--- config.mk ---
export PLATFORM = sky130hd
export DESIGN_NAME = wb_port_arbiter
export DESIGN_NICKNAME = d
export VERILOG_FILES = /design/src/rtl/wb_port_arbiter.sv
export SDC_FILE = /design/constraint.sdc
export NUM_CORES = 1
export LEC_CHECK = 0
export BUFFER_PORTS_ARGS = -buffer_cell sky130_fd_sc_hd__buf_4
export CORE_MARGIN = 1.5
export CORE_UTILIZATION = 35
export DETAILED_ROUTE_END_ITERATION = 12
export GPL_ROUTABILITY_DRIVEN = 0
export PLACE_DENSITY = 0.58
export SLEW_MARGIN = 20
export SYNTH_ARGS = -nofsm -noshare
export SYNTH_HDL_FRONTEND = slang
export SYNTH_SLANG_ARGS = --single-unit
--- constraint.sdc ---
create_clock -name clk -period 2.9 [get_ports clk]
set_input_delay 0.145 -clock clk [delete_from_list [all_inputs] [get_ports clk]]
set_output_delay 0.145 -clock clk [all_outputs]
set_load 0.005 [all_outputs]
--- src/rtl/wb_port_arbiter.sv ---
// Register-file write-port arbiter: pipeline writeback always wins the port,
// DSP results queue in a small FIFO and drain into idle slots. A starvation
// counter raises stall_req so queued DSP results cannot wait forever.
module wb_port_arbiter #(
  parameter int unsigned DEPTH        = 4,
  parameter int unsigned STARVE_LIMIT = 8,
  localparam int unsigned LW          = $clog2(DEPTH) + 1
) (
  input  logic          clk,
  input  logic          reset,
  input  logic          Reg_Write_En_in,
  input  logic [4:0]    Addr_Write_Reg_in,
  input  logic [31:0]   Reg_Write_Data_in,
  input  logic          dsp_valid,
  output logic          dsp_ready,
  input  logic [4:0]    dsp_addr,
  input  logic [31:0]   dsp_data,
  output logic          Reg_Write_En_out,
  output logic [4:0]    Addr_Write_Reg_out,
  output logic [31:0]   Reg_Write_Data_out,
  output logic          stall_req,
  output logic [LW-1:0] dsp_level
);

  localparam int unsigned PW = $clog2(DEPTH);
  localparam int unsigned SW = $clog2(STARVE_LIMIT + 1);
  localparam logic [LW-1:0] FullLevel  = LW'(DEPTH);
  localparam logic [SW-1:0] StarveMax  = SW'(STARVE_LIMIT);

  logic [4:0]    fifo_addr [DEPTH];
  logic [31:0]   fifo_data [DEPTH];
  logic [PW-1:0] wr_ptr_q, rd_ptr_q;
  logic [LW-1:0] level_q, level_d;
  logic [SW-1:0] starve_q, starve_d;
  logic          stall_d;

  logic slot_taken, fifo_empty, push, pop;

  // Slot arbitration and FIFO handshake qualifiers.
  always_comb begin
    slot_taken = Reg_Write_En_in && (Addr_Write_Reg_in != 5'd0);
    fifo_empty = (level_q == '0);
    dsp_ready  = !reset && (level_q < FullLevel);
    // A zero-address result completes its handshake but is never stored.
    push       = dsp_valid && dsp_ready && (dsp_addr != 5'd0);
    pop        = !slot_taken && !fifo_empty;
  end

  // Next-state for FIFO occupancy, starvation counter and stall request.
  always_comb begin
    level_d = level_q;
    if (push && !pop) begin
      level_d = level_q + 1'b1;
    end else if (pop && !push) begin
      level_d = level_q - 1'b1;
    end

    starve_d = starve_q;
    if (pop || fifo_empty) begin
      starve_d = '0;
    end else if (slot_taken && (starve_q < StarveMax)) begin
      starve_d = starve_q + 1'b1;
    end

    // A pipeline write during a stall still wins, so only a pop releases it.
    stall_d = pop ? 1'b0 : (stall_req || (starve_d == StarveMax));
  end

  // FIFO storage; contents need no reset since level gates every read.
  always_ff @(posedge clk) begin
    if (push) begin
      fifo_addr[wr_ptr_q] <= dsp_addr;
      fifo_data[wr_ptr_q] <= dsp_data;
    end
  end

  // Pointer, level, starvation and stall state.
  always_ff @(posedge clk or posedge reset) begin
    if (reset) begin
      wr_ptr_q  <= '0;
      rd_ptr_q  <= '0;
      level_q   <= '0;
      starve_q  <= '0;
      stall_req <= 1'b0;
    end else begin
      if (push) wr_ptr_q <= wr_ptr_q + 1'b1;
      if (pop)  rd_ptr_q <= rd_ptr_q + 1'b1;
      level_q   <= level_d;
      starve_q  <= starve_d;
      stall_req <= stall_d;
    end
  end

  // Registered write port: pipeline, then FIFO head, else idle.
  always_ff @(posedge clk or posedge reset) begin
    if (reset) begin
      Reg_Write_En_out   <= 1'b0;
      Addr_Write_Reg_out <= 5'd0;
      Reg_Write_Data_out <= 32'd0;
    end else if (slot_taken) begin
      Reg_Write_En_out   <= 1'b1;
      Addr_Write_Reg_out <= Addr_Write_Reg_in;
      Reg_Write_Data_out <= Reg_Write_Data_in;
    end else if (pop) begin
      Reg_Write_En_out   <= 1'b1;
      Addr_Write_Reg_out <= fifo_addr[rd_ptr_q];
      Reg_Write_Data_out <= fifo_data[rd_ptr_q];
    end else begin
      Reg_Write_En_out   <= 1'b0;
      Addr_Write_Reg_out <= 5'd0;
      Reg_Write_Data_out <= 32'd0;
    end
  end

  assign dsp_level = level_q;

endmodule

* Word-level counts from Yosys, hierarchy flattened
Memories as Yosys holds them, arrays and structs flattened.
Index checks and enable logic that the tools add are counted.
** Word-level totals
- Memories kept :: 2
- Output and inout port bits :: 43
- Bits of input ports :: 78
- Word-level logic and storage cells :: 50
- Register bits :: 50
- RAM bits :: 148
** Operators by class
- Muxes and demuxes :: 13
- Equality and inequality tests :: 1
- Reductions and logical operators :: 19
- Order comparisons :: 2
- Add/sub/neg operators :: 5
** Memories
- fifo_data :: words 4, width 32, read ports 1, clocked after Yosys merged registers in 0, wr ports 1, RTL line 31 : logic [31:0] fifo_data [DEPTH];
- fifo_addr :: words 4, width 5, read ports 1, clocked after Yosys merged registers in 0, wr ports 1, RTL line 30 : logic [4:0] fifo_addr [DEPTH];
** Operators by type and width (count)
- 32-bit two-way mux :: 2
- 5-bit two-way mux :: 2
- 5-bit nonzero test :: 2
- 1-bit logical AND :: 8
- 4-bit two-way mux :: 2
- 3-bit two-way mux :: 2
- 1-bit zero test :: 5
- 1-bit two-way mux :: 5
- 2-bit by 1-bit adder with 2-bit output, second input constant :: 2
- 4-bit by 1-bit adder with 4-bit output, second input constant :: 1
- 4-bit == test, second input constant :: 1
- 4-bit less-than comparator, second input constant :: 1
- 3-bit by 1-bit adder with 3-bit output, second input constant :: 1
- 3-bit zero test :: 1
- 3-bit less-than comparator, second input constant :: 1
- 3-bit by 1-bit subtractor with 3-bit output, second input constant :: 1
- 1-bit logical OR :: 2
- 2-bit nonzero test :: 1

* Logic depth before layout (Yosys ltp)
- Depth after elaboration :: 9
- Mapped depth :: 12

* Worst setup path after synthesis
OpenSTA, ideal clock, no wires.
- Kind :: flip-flop to flip-flop
- Start :: register level_q[1] (netlist: dsp_level[1])
- End :: register level_q[2] (netlist: dsp_level[2])
- Buffers on the path :: 2
- Clock period less this slack :: 2314 ps
- Arrival time :: 2235 ps
- Setup slack :: 586 ps
- Stages on the path, launching flop included :: 12
- Cell sequence :: dfrtp_1 -> or3_1 -> and3_1 -> clkbuf_1 -> buf_2 -> inv_1 -> ha_1 -> inv_1 -> fa_1 -> xor2_1 -> nor2_1 -> xor2_1
** On the way
- Longest elaborated chain between the ends :: 7
- Elaborated cells on any way between the ends :: 16
** Ends and longest elaborated chain
- from (decl) :: RTL line 33 : logic [LW-1:0] level_q, level_d;
- from (signal assigned) :: RTL line 88 : level_q <= level_d;
- 3-bit less-than comparator :: RTL line 43 : dsp_ready = !reset && (level_q < FullLevel);
- 1-bit logical AND :: RTL line 43
- 1-bit logical AND (2 in a row) :: RTL line 45 : push = dsp_valid && dsp_ready && (dsp_addr != 5'd0);
- 1-bit zero test :: RTL line 54 : end else if (pop && !push) begin
- 1-bit logical AND :: RTL line 54
- 2-bit nonzero test (no source line)
Several ways; a longest one is shown, not always the timed one. The select of a mux whose other input is x is not followed.
A chain may end at the register's enable or synchronous reset.

* Worst setup path after layout
- Start :: input dsp_addr[0]
- End :: register level_q[1] (netlist: dsp_level[1])
** On the way
- Elaborated cells on any way between the ends :: 7
** RTL lines
- from (decl) :: RTL line 16 : input logic [4:0] dsp_addr,
- 5-bit nonzero test :: RTL line 45
- 1-bit logical AND :: RTL line 45
- named net push :: RTL line 37 : logic slot_taken, fifo_empty, push, pop;
- 1-bit logical AND :: RTL line 52 : if (push && !pop) begin
- 3-bit two-way mux :: RTL line 52
- named net level_d[1] :: RTL line 33
The timed path passes the listed nets, and every way through them passes these cells.

==> impl_metrics.xml <==
<?xml version="1.0" encoding="UTF-8"?>
<metrics>
  <group name="flow_run">
    <metric name="max_cap_viol_count" unit="">0</metric>
  </group>
  <group name="yosys">
    <metric name="synth_simple_gate_area_frac" unit="">0.01707</metric>
    <metric name="post_synth_main_area_contributors" unit="">sky130_fd_sc_hd__edfxtp_1 (60%), sky130_fd_sc_hd__dfrtp_1 (17%), sky130_fd_sc_hd__mux4_2 (11%)</metric>
    <metric name="yosys.area_share.xor_xnor" unit="">0.009466</metric>
    <metric name="synth.distinct_cells" unit="">34</metric>
    <metric name="gate_count_post_synth" unit="">345</metric>
    <metric name="yosys_warnings" unit="">0</metric>
    <metric name="synth_sequential_area_ratio" unit="">0.7694</metric>
    <metric name="synth_compound_area_frac" unit="">0.05544</metric>
    <metric name="synth_top_family_by_area" unit="">multiplexers</metric>
    <metric name="synth_largest_type_area_fraction" unit="">0.6004</metric>
    <metric name="post_synth.cell_area_avg" unit="um^2">21.46</metric>
    <metric name="synth.ff_latch_count" unit="">198</metric>
    <metric name="synth_nets" unit="">430</metric>
    <metric name="synth_area" unit="um^2">7402</metric>
    <metric name="synth_fa_ha_area_frac" unit="">0.01285</metric>
    <metric name="synth_mux_area_frac" unit="">0.1175</metric>
    <metric name="synth_largest_area_cell" unit="">sky130_fd_sc_hd__edfxtp_1</metric>
  </group>
  <group name="cts">
    <metric name="cts_setup_buffers" unit="">0</metric>
    <metric name="clk_root_buffer_cell" unit="">sky130_fd_sc_hd__clkbuf_16</metric>
    <metric name="cts_resized" unit="">0</metric>
    <metric name="clkSlewWorstSetupHoldPaths" unit="ns">0.07</metric>
    <metric name="clock_tree.htree_level_count" unit="">4</metric>
    <metric name="clock_latency" unit="ns">0.44</metric>
    <metric name="cts_tree" unit="">done</metric>
    <metric name="max-clock-path-buffers" unit="">2</metric>
    <metric name="cts.sinks" unit="">198</metric>
    <metric name="tritoncts_buffers" unit="">17</metric>
    <metric name="cts_hold_repair.buffers" unit="">72</metric>
  </group>
  <group name="timing">
    <metric name="hold_viol" unit="">0</metric>
    <metric name="worstMarginPinSlew" unit="ns">0.7256</metric>
    <metric name="min_period" unit="ns">2.326</metric>
    <metric name="finalSetupViolations" unit="">0</metric>
    <metric name="fraction_of_the_cycle_the_final_worst_path_needs" unit="">0.8020</metric>
    <metric name="final_worst_clock_skew" unit="ns">0.01064</metric>
    <metric name="final_max_slew_viol_count" unit="">0</metric>
    <metric name="maxClockFrequency" unit="MHz">430.0</metric>
    <metric name="timing.max_slew.rel_slack" unit="">0.5156</metric>
    <metric name="final.setup.tns" unit="ns">0</metric>
    <metric name="setup_repair_after_global_routing_missed_its_margin" unit="">false</metric>
  </group>
  <group name="die">
    <metric name="die_w" unit="um">148.4</metric>
    <metric name="fp.dieArea" unit="um^2">22030</metric>
    <metric name="ios" unit="">121</metric>
    <metric name="initial_core_utilization" unit="">0.3544</metric>
    <metric name="std_cell_rows" unit="">53</metric>
    <metric name="chipHeight" unit="um">148.4</metric>
    <metric name="core_region_area" unit="um^2">20890</metric>
  </group>
  <group name="pwr">
    <metric name="clock_share_of_power" unit="">0.301</metric>
    <metric name="combPwrFrac" unit="">0.240</metric>
    <metric name="ir_drop" unit="mV">0.3526</metric>
    <metric name="p_sw_frac" unit="">0.2628</metric>
    <metric name="cell_internal_pwr" unit="W">0.005781</metric>
    <metric name="p_per_area" unit="nW/um^2">784.6</metric>
    <metric name="switching_power" unit="W">0.002061</metric>
    <metric name="seq_power_share" unit="">0.459</metric>
    <metric name="power.leakage" unit="nW">3.738</metric>
  </group>
  <group name="finish">
    <metric name="insertedDiodeCount" unit="">0</metric>
    <metric name="seqCellArea" unit="um^2">5698</metric>
    <metric name="area_delta_synth_final" unit="%">35.02</metric>
    <metric name="count_of_non_filler_cells_in_the_finished_layout" unit="">836</metric>
    <metric name="fillCellCount" unit="">1753</metric>
    <metric name="fin_nets" unit="">633</metric>
    <metric name="multiInputGateArea" unit="um^2">1578</metric>
    <metric name="layout-drive-gt1-share" unit="">0.3761</metric>
  </group>
  <group name="grt">
    <metric name="grt_overflow" unit="">0</metric>
    <metric name="all_layer_gr_usage" unit="">0.1473</metric>
    <metric name="first_pass_grt_wire_length" unit="um">23760</metric>
    <metric name="grt_antenna_before_repair" unit="">0</metric>
    <metric name="first_global_vias" unit="">4267</metric>
    <metric name="grt_start_max_net_pins" unit="">40</metric>
  </group>
  <group name="outcome">
    <metric name="run_status" unit="">complete, no violations</metric>
  </group>
  <group name="setup_path">
    <metric name="arrival" unit="ns">2.65</metric>
    <metric name="critPathMaxFanout" unit="">7</metric>
    <metric name="critPathCaptureType" unit="">register</metric>
    <metric name="setup.worst_path.start_class" unit="">primary input</metric>
    <metric name="cp_data_required_time" unit="ns">3.22</metric>
    <metric name="worstSetupStartpoint" unit="">dsp_addr[0]</metric>
    <metric name="crit-reg2reg-launch" unit="">dsp_level[0]</metric>
    <metric name="setup.worst_path.class" unit="">in -&gt; reg</metric>
  </group>
  <group name="min_path">
    <metric name="min-delay-path-class" unit="">in -&gt; reg</metric>
    <metric name="worstHoldStart" unit="">Addr_Write_Reg_in[4]</metric>
  </group>
  <group name="placed_design">
    <metric name="buffer_ports.inserted" unit="">120</metric>
    <metric name="placed_wire_length_estimate_after_detailed_placement" unit="um">9717</metric>
    <metric name="placed_cells" unit="">732</metric>
  </group>
  <group name="drt">
    <metric name="dr_vias" unit="">4018</metric>
    <metric name="routed_via_density" unit="">4.806</metric>
    <metric name="detailedRoute.firstPassIterationCount" unit="">6</metric>
    <metric name="drt_wl_total" unit="um">15390</metric>
    <metric name="drc" unit="">0</metric>
    <metric name="route.antenna.remaining_nets" unit="">0</metric>
    <metric name="drt_iter0_drc" unit="">253</metric>
    <metric name="route.detailed.wl_per_inst" unit="um">18.41</metric>
  </group>
</metrics>
==> cell usage after synthesis <==
master and count:
sky130_fd_sc_hd__o31a_4 1, sky130_fd_sc_hd__mux4_2 37, sky130_fd_sc_hd__edfxtp_1 148, sky130_fd_sc_hd__and3_1 1
sky130_fd_sc_hd__ha_1 6, sky130_fd_sc_hd__buf_2 9, sky130_fd_sc_hd__nor3b_1 2, sky130_fd_sc_hd__nand4_1 2
sky130_fd_sc_hd__or3_1 1, sky130_fd_sc_hd__dfrtp_1 50, sky130_fd_sc_hd__clkbuf_1 4, sky130_fd_sc_hd__nor3_1 5
sky130_fd_sc_hd__a221oi_2 1, sky130_fd_sc_hd__or3_4 1, sky130_fd_sc_hd__buf_6 3, sky130_fd_sc_hd__inv_1 7
sky130_fd_sc_hd__fa_1 1, sky130_fd_sc_hd__mux2i_1 1, sky130_fd_sc_hd__a22o_1 37, sky130_fd_sc_hd__xor2_1 4
sky130_fd_sc_hd__o31ai_1 2, sky130_fd_sc_hd__a31oi_1 1, sky130_fd_sc_hd__nor2b_1 1, sky130_fd_sc_hd__mux2_2 1
sky130_fd_sc_hd__a21oi_1 1, sky130_fd_sc_hd__o211a_4 1, sky130_fd_sc_hd__nor2_1 2, sky130_fd_sc_hd__and2_1 4
sky130_fd_sc_hd__or4_1 1, sky130_fd_sc_hd__buf_4 2, sky130_fd_sc_hd__nand2_1 1, sky130_fd_sc_hd__mux2_4 1
sky130_fd_sc_hd__o21ai_0 2, sky130_fd_sc_hd__xnor2_1 4
==> layer usage <==
layer	routed length (um)	vias up	GRT usage
met5	0	-	0
met3	539	23	0.03313
met4	270	0	0.05495
met1	6736	2082	0.1860
li1	-	1808	-
met2	7842	105	0.2488
==> power groups by stage <==
stage          combinational [W]  clock [W]  sequential, W
6_report                 0.00189    0.00236        0.00360
5_1_grt                  0.00204    0.00252        0.00364
4_1_cts                  0.00193    0.00240        0.00361
3_5_place_dp             0.00185          0        0.00367
3_3_place_gp             0.00184          0        0.00365
2_1_floorplan            0.00117          0        0.00360
==> worst max-delay path: stages <==
cell and delay, ns:
sky130_fd_sc_hd__dlygate4sd3_1 0.53, sky130_fd_sc_hd__buf_4 0.16, sky130_fd_sc_hd__or4_1 0.56, sky130_fd_sc_hd__o211a_4 0.29, sky130_fd_sc_hd__ha_1 0.22, sky130_fd_sc_hd__inv_1 0.07
sky130_fd_sc_hd__fa_1 0.41, sky130_fd_sc_hd__mux2_2 0.27
==> cell type report <==
cell class / instances / area share
sequential: 198 / 0.5701
tap: 275 / 0.03443
clock buffer: 19 / 0.04432
inverter: 7 / 0.002629
multi-input combinational: 122 / 0.1579
timing repair buffer: 202 / 0.1760
clock inverter: 13 / 0.01465
==> placed cells by master (no fill, tap or decap), drive strengths merged <==
cell,Yosys,layout
clkinvlp,0,3
bufinv,0,2
dlygate4sd3,0,72
and3,1,1
fa,1,1
nand4,2,2
or4,1,1
a221oi,1,1
xnor2,4,4
nor2b,1,1
nor3b,2,2
nand2,1,1
nor3,5,5
buf,14,130
and2,4,4
edfxtp,148,148
inv,7,12
o31a,1,1
a31oi,1,1
o211a,1,1
clkbuf,4,19
xor2,4,4
dfrtp,50,50
o21ai,2,2
mux4,37,37
mux2i,1,1
a22o,37,37
ha,6,6
or3,2,2
clkinv,0,3
mux2,2,2
nor2,2,2
a21oi,1,1
o31ai,2,2
==> cell families (layout without fill, tap and decap cells) <==
family	after synthesis	in the layout
adders and majority gates	7	7
DFF	198	198
xor gates and xnor gates	8	8
AOI/OAI and AO/OA	46	46
and+or+nand+nor	21	21
buffers and inverters	25	241
muxes	40	40
==> stage by stage <==
step	area (um^2)	total power [W]	setup slack, ns	utilization	hold slack (ns)
floorplan	7402	0.004774	0.5858	-	0.2439
global placement	8685	0.005495	0.7123	0.4158	0.3310
detailed placement	8685	0.005515	0.6603	0.4158	0.3318
CTS	9995	0.007940	0.5754	0.4785	0.001737
global route	9995	0.008201	0.5222	0.4785	0.004177
finish	9995	0.007842	0.5743	0.4785	0.01507
==> final timing paths <==
| check | end | slack [ns] | cells past startpoint |
|---|---|---|---|
| min in group asynchronous | Addr_Write_Reg_out[3] | 0.40 | 3 |
| worst max register to register | dsp_level[2] | 0.69 | 9 |
| worst min register to register | dsp_level[2] | 0.56 | 1 |
| worst min-delay path | Addr_Write_Reg_out[4] | 0.02 | 2 |
| worst max-delay path | dsp_level[1] | 0.57 | 8 |
| max in group asynchronous | Reg_Write_Data_out[22] | 1.83 | 4 |
==> flip-flops by register name, summed over array words and instances, names as in the netlist <==
name and count:
fifo_data 128, Reg_Write_Data_out 32, fifo_addr 20, Addr_Write_Reg_out 5, starve_q 4, dsp_level 3
rd_ptr_q 2, wr_ptr_q 2, Reg_Write_En_out 1, stall_req 1
Note: power is estimated with default switching activity, not from simulation.
